[config.mk]
export PLATFORM = sky130hd
export DESIGN_NAME = pkt_out_framer
export DESIGN_NICKNAME = d
export VERILOG_FILES = /design/src/rtl/pkt_out_framer.sv
export SDC_FILE = /design/constraint.sdc
export NUM_CORES = 1
export LEC_CHECK = 0
export ABC_CLOCK_PERIOD_IN_PS = 1900
export BUFFER_PORTS_ARGS = -buffer_cell sky130_fd_sc_hd__buf_2
export CORE_MARGIN = 4
export CORE_UTILIZATION = 30
export DETAILED_ROUTE_END_ITERATION = 10
export PLACE_DENSITY_LB_ADDON = 0.15
export REMOVE_ABC_BUFFERS = 1
export SLEW_MARGIN = 30
export SYNTH_ARGS = -nofsm -noshare
export SYNTH_HDL_FRONTEND = slang
export SYNTH_SLANG_ARGS = --single-unit
[constraint.sdc]
create_clock -name clk -period 1.9 [get_ports clk]
set_input_delay 0.19 -clock clk [delete_from_list [all_inputs] [get_ports clk]]
set_output_delay 0.19 -clock clk [all_outputs]
set_load 0.03 [all_outputs]
[src/rtl/pkt_out_framer.sv]
// Egress-port framer: SOF byte, port address, then FIFO payload up to and including the delimiter.
// Optional build macro PKT_OUT_LEN_GUARD_EN adds MAX_LEN runaway-packet truncation (len_cnt, FLUSH, trunc_err).
module pkt_out_framer #(
   parameter int                 W_WIDTH   = 8,
   parameter logic [W_WIDTH-1:0] SOF_BYTE  = {W_WIDTH{1'b1}},
   parameter logic [W_WIDTH-1:0] DELIMITER = {W_WIDTH{1'b0}},
   parameter int                 MAX_LEN   = 64
) (
   input  logic               clk,
   input  logic               rst_n,
   input  logic               port_rd,
   input  logic [W_WIDTH-1:0] port_addr,
   input  logic               port_empty,
   input  logic [W_WIDTH-1:0] fifo_data,
   output logic               rd_en,
   output logic [W_WIDTH-1:0] port_out,
   output logic               port_out_vld,
   output logic               busy,
   output logic               trunc_err
);

   if (MAX_LEN < 2) begin : g_bad_max_len
      $error("pkt_out_framer: MAX_LEN must be at least 2");
   end

`ifdef PKT_OUT_LEN_GUARD_EN
   typedef enum logic [2:0] {IDLE, SOF, ADDR, PAYLOAD, FLUSH} state_t;
`else
   typedef enum logic [1:0] {IDLE, SOF, ADDR, PAYLOAD} state_t;
`endif

   state_t             state;
   logic [W_WIDTH-1:0] addr_q;
   logic               fifo_vld_q;
   logic               is_delim;

   // A delimiter sitting on fifo_data ends the packet, so the pop that would fetch the next packet is withheld.
   assign is_delim = fifo_vld_q && (fifo_data == DELIMITER);
   assign rd_en    = (state != IDLE) && !port_empty && !is_delim;
   assign busy     = (state != IDLE);

`ifdef PKT_OUT_LEN_GUARD_EN
   localparam int LEN_W = $clog2(MAX_LEN + 1);

   logic [LEN_W-1:0] len_cnt;
   logic             at_limit;

   assign at_limit = (len_cnt == LEN_W'(MAX_LEN - 1));
`else
   assign trunc_err = 1'b0;
`endif

   always_ff @(posedge clk or negedge rst_n) begin
      if (!rst_n) begin
         state        <= IDLE;
         addr_q       <= '0;
         fifo_vld_q   <= 1'b0;
         port_out     <= '0;
         port_out_vld <= 1'b0;
`ifdef PKT_OUT_LEN_GUARD_EN
         len_cnt      <= '0;
         trunc_err    <= 1'b0;
`endif
      end else begin
         fifo_vld_q <= rd_en;
`ifdef PKT_OUT_LEN_GUARD_EN
         trunc_err  <= 1'b0;
`endif
         case (state)
            IDLE: begin
               port_out_vld <= 1'b0;
               if (port_rd && !port_empty) begin
                  addr_q       <= port_addr;
                  port_out     <= SOF_BYTE;
                  port_out_vld <= 1'b1;
                  state        <= SOF;
`ifdef PKT_OUT_LEN_GUARD_EN
                  len_cnt      <= '0;
`endif
               end
            end
            SOF: begin
               port_out     <= addr_q;
               port_out_vld <= 1'b1;
               state        <= ADDR;
            end
            // The word popped in SOF lands while the address is on the port, so ADDR already forwards payload.
            ADDR, PAYLOAD: begin
               state        <= PAYLOAD;
               port_out_vld <= fifo_vld_q;
               if (fifo_vld_q) begin
`ifdef PKT_OUT_LEN_GUARD_EN
                  if (at_limit && !is_delim) begin
                     port_out  <= DELIMITER;
                     trunc_err <= 1'b1;
                     state     <= FLUSH;
                  end else begin
                     port_out <= fifo_data;
                     len_cnt  <= len_cnt + LEN_W'(1);
                     if (is_delim) state <= IDLE;
                  end
`else
                  port_out <= fifo_data;
                  if (is_delim) state <= IDLE;
`endif
               end
            end
`ifdef PKT_OUT_LEN_GUARD_EN
            FLUSH: begin
               port_out_vld <= 1'b0;
               if (is_delim) state <= IDLE;
            end
`endif
            default: begin
               port_out_vld <= 1'b0;
               state        <= IDLE;
            end
         endcase
      end
   end

endmodule

# == Yosys cells after proc, flatten, opt, wreduce, memory -nomap -nowiden ==
# Index checks and enable logic that the tools add are counted.
# word_totals
ff_bits,20
in_bits,20
output_inout_bits,12
word_cells,31
# op_classes
eq_ne,5
n_mux,9
n_reduce_logical,12
# op_table
op,n
$pmux W8 S3,1
$mux W8,2
$logic_not A8 Y1,1
$mux W2,3
$pmux W2 S3,1
$eq A2 B2 Y1 const B,2
$logic_and A1 B1 Y1,4
$ne A2 B2 Y1 const B,2
$reduce_and A2 Y1,2
$pmux W1 S3,1
$eq A2 B1 Y1 const B,1
$logic_not A1 Y1,2
$logic_not A2 Y1,1
$reduce_bool A2 Y1,1
$reduce_or A2 Y1,1
$mux W1,1

# == Depth between registers and ports, before layout ==
# depth
depth_word,5
mapped_depth,5
ltp_nobuf,3

# == Worst setup path before layout ==
# No wires, ideal clock.
# synth_path
path_kind,register to register
start,register fifo_vld_q
end,register fifo_vld_q
setup_ns,0.212
arrival_ns,1.331
required_ns,1.688
slack_ns,0.357
stages_incl_launch_ff,3
path_buffers,0
period_less_slack_ns,1.543
path_cell_list,dfrtp_1 nor3b_1 a211oi_1
# synth_between
elab_chain_cells,3
# synth_lines
item,line_no,text
"start, declared",34,logic fifo_vld_q;
"start signal, assigned",65,fifo_vld_q <= rd_en;
$logic_and A1 B1 Y1,38,assign is_delim = fifo_vld_q && (fifo_data == DELIMITER);
$logic_not A1 Y1,39,assign rd_en = (state != IDLE) && !port_empty && !is_delim;
$logic_and A1 B1 Y1,39,
net rd_en,15,"output logic rd_en,"
# The timed path passes the listed nets, and every way through them passes these cells.
# A chain may end at the register's enable or synchronous reset.

# == Worst setup path after layout ==
# layout_path
start,register state[1]
end,output port rd_en
# layout_between
elab_chain_cells,3
# layout_lines
item,line_no,text
"start, declared",32,state_t state;
"start signal, assigned",55,state <= IDLE;
"start signal, assigned",76,state <= SOF;
"start signal, assigned",85,state <= ADDR;
$reduce_bool A2 Y1,39,
$logic_and A1 B1 Y1 (2 in a row),39,
"end, declared",15,
# No other way between the ends.

==> results.json <==
{
  "status": "finished, final reports clean",
  "nFillCells": 343,
  "layout-drive-gt1-share_pct": 47.8,
  "syn_area_um2": 951,
  "worstSetupPathType": "register to primary output",
  "final.setup_skew_ns": 0.00508,
  "final_core_util_pct": 39.0,
  "synth-seq-area-share_pct": 52.6,
  "cts_sinks": 20,
  "ir_drop_uv": 244,
  "avgSynthCellArea_um2": 11.9,
  "setup_tns_ns": 0,
  "rsz0062_at_grt": "no",
  "p_leak_nw": 0.557,
  "grt_pass1_wl_um": 2930,
  "stdcell_area_mm2": 0.00119,
  "synthTopCellsByCount": "20 x dfrtp_1, 16 x mux2_2, 9 x nor2b_1",
  "dp_hpwl_um": 1410,
  "cp_max_fo": 9,
  "ant_nets": 0,
  "finalHoldViolations": 0,
  "placed_area_mm2": 0.00114,
  "postCtsSetupBuffers": 0,
  "die-area_mm2": 0.00413,
  "use_met3_pct": 2.81,
  "total_power_uw": 856,
  "cts_buffers": 3,
  "ios": 32,
  "slowest_delay_ns": 0.54,
  "port_buffers": 30,
  "grt_use_met2_pct": 15.7,
  "synth_top_area_cell": "dfrtp_1",
  "grt_max_degree": 21,
  "synth_top_area_share_pct": 52.6,
  "drt_wl_total_um": 1870,
  "vias": 683,
  "dp_slack_ns": 0.182,
  "finalWorstSetupSlack_ns": 0.174,
  "final-setup-viol-count": 0,
  "met1_usage_pct": 10.9,
  "pwr_density_cell_mw_per_mm2": 719,
  "crit_buf_inv": 1,
  "critPathLaunchType": "register",
  "drt-initial-drc-count": 1,
  "synth_cell_types": 21,
  "final.min_clock_period_ns": 1.73,
  "insertion_delay_ns": 0.30,
  "syn_to_final_growth_pct": 25.1,
  "antenna_found_initial": 0,
  "cts_tree": "yes",
  "diodes": 0,
  "dp.cells": 152,
  "synth.most_common_cell": "dfrtp_1",
  "cts_max_path_buffers": 2,
  "synth-main-ff-cell": "dfrtp_1",
  "cpMaxStageDelayCell": "dfrtp_1",
  "timing.critical_path.cells": "nor2_1, a211oi_1, buf_2",
  "die_h_um": 64.3,
  "top_usage_layer": "met2",
  "grt-ovfl-total": 0,
  "cp-end-kind": "primary output",
  "timing.final.crit_share_pct": 90.8,
  "core_mm2": 0.00305,
  "gp_congestion": 0.740,
  "grt_usage_pct": 9.55,
  "ctsResizeCount": 0,
  "ys_ff_latch": 20,
  "h-tree-depth": 1,
  "synthArstFlopShare_pct": 100,
  "cap_violations": 0,
  "die_x_um": 64.3,
  "fmax_ghz": 0.579,
  "grt_pass1_vias": 619,
  "clkTransAtPathRegs_ns": 0.11,
  "timing.hold.ws_ns": 0.105,
  "dr.pass1.iters": 4,
  "synth_edf_count": 0,
  "via_per_inst": 4.35,
  "cts.hold.buffers_added": 1,
  "rows": 20,
  "hold_path.class": "input pin to register",
  "synth_cells": 80,
  "drc": 0,
  "fin_nets": 134,
  "start_util_pct": 31.1,
  "ys.warnings.count": 0,
  "wl_per_cell_um": 11.9,
  "cp.arrival_ns": 1.54,
  "layoutNonFillerInstCount": 157,
  "cp.required_ns": 1.71,
  "cts_root_buf": "clkbuf_4",
  "cp_top_family": "flip-flops",
  "slew_viol_final": 0,
  "ys_top_cells_by_area": "dfrtp_1 53%, mux2_2 19%, nor2b_1 5.9%"
}
[cells in the final DEF (no fill, tap or decap)]
cell type,Yosys,routed
clkbuf_4,0,3
a21oi_1,3,3
conb_1,1,1
buf_4,1,2
buf_2,1,30
dfrtp_1,20,20
or4_1,1,1
o21ai_0,7,7
nor2_1,2,2
a211oi_1,1,1
nor4bb_1,1,1
nor4b_4,1,1
clkbuf_8,0,1
dlygate4sd3_1,0,1
nor2b_1,9,9
nor3_1,1,1
a21oi_4,1,1
mux2_2,16,16
nand2b_1,1,1
nand2_1,7,7
inv_1,2,2
nor3b_1,2,2
[state kept, by name, indices dropped and copies added (netlist names)]
name and cells:
addr_q 8, port_out 8, state 2, fifo_vld_q 1, port_out_vld 1
[cells by family after synthesis]
| kind of cell | count (synthesis) | share of synthesized area, % |
|---|---|---|
| DFF | 20 | 52.6 |
| muxes | 16 | 18.9 |
| other | 1 | 0.394 |
| AOI/OAI and AO/OA | 12 | 7.76 |
| and+or+nand+nor | 25 | 16.6 |
| buffers and inverters | 6 | 3.68 |
[report_power, final]
group / switching (mW) / internal (mW) / total, mW
logic: 0.0849 / 0.0582 / 0.143
registers: 0.0116 / 0.452 / 0.463
clock network: 0.133 / 0.117 / 0.250
[cell type report]
type                            instances  area [um2]  area share [%]
Timing Repair Buffer                   33         175            14.7
Sequential cell                        20         500            42.1
Multi-Input combinational cell         54         415            34.9
Clock buffer                            4        36.3            3.05
Tap cell                               44        55.1            4.63
Inverter                                2        7.51           0.631
[routing by layer]
metal,part of all wire (%),wire (um),up-vias
li1,-,-,340
met2,47,887,18
met3,5.4,101,6
met4,2.3,43,0
met1,45,835,319
met5,0,0,-
[worst paths after layout]
check / startpoint / end / slack, ns / cells past startpoint
max: state[1]$_DFFE_PN0P_ / rd_en / 0.17 / 3
min in group asynchronous: rst_n / port_out[2]$_DFFE_PN0P_ / 0.34 / 2
max reg2reg: state[1]$_DFFE_PN0P_ / port_out[4]$_DFFE_PN0P_ / 0.36 / 3
min: port_addr[3] / addr_q[3]$_DFFE_PN0P_ / 0.11 / 2
max in group asynchronous: rst_n / port_out[0]$_DFFE_PN0P_ / 1.25 / 2
min reg2reg: port_out[1]$_DFFE_PN0P_ / port_out[1]$_DFFE_PN0P_ / 0.51 / 1
Power figures use the tool's default switching activity.
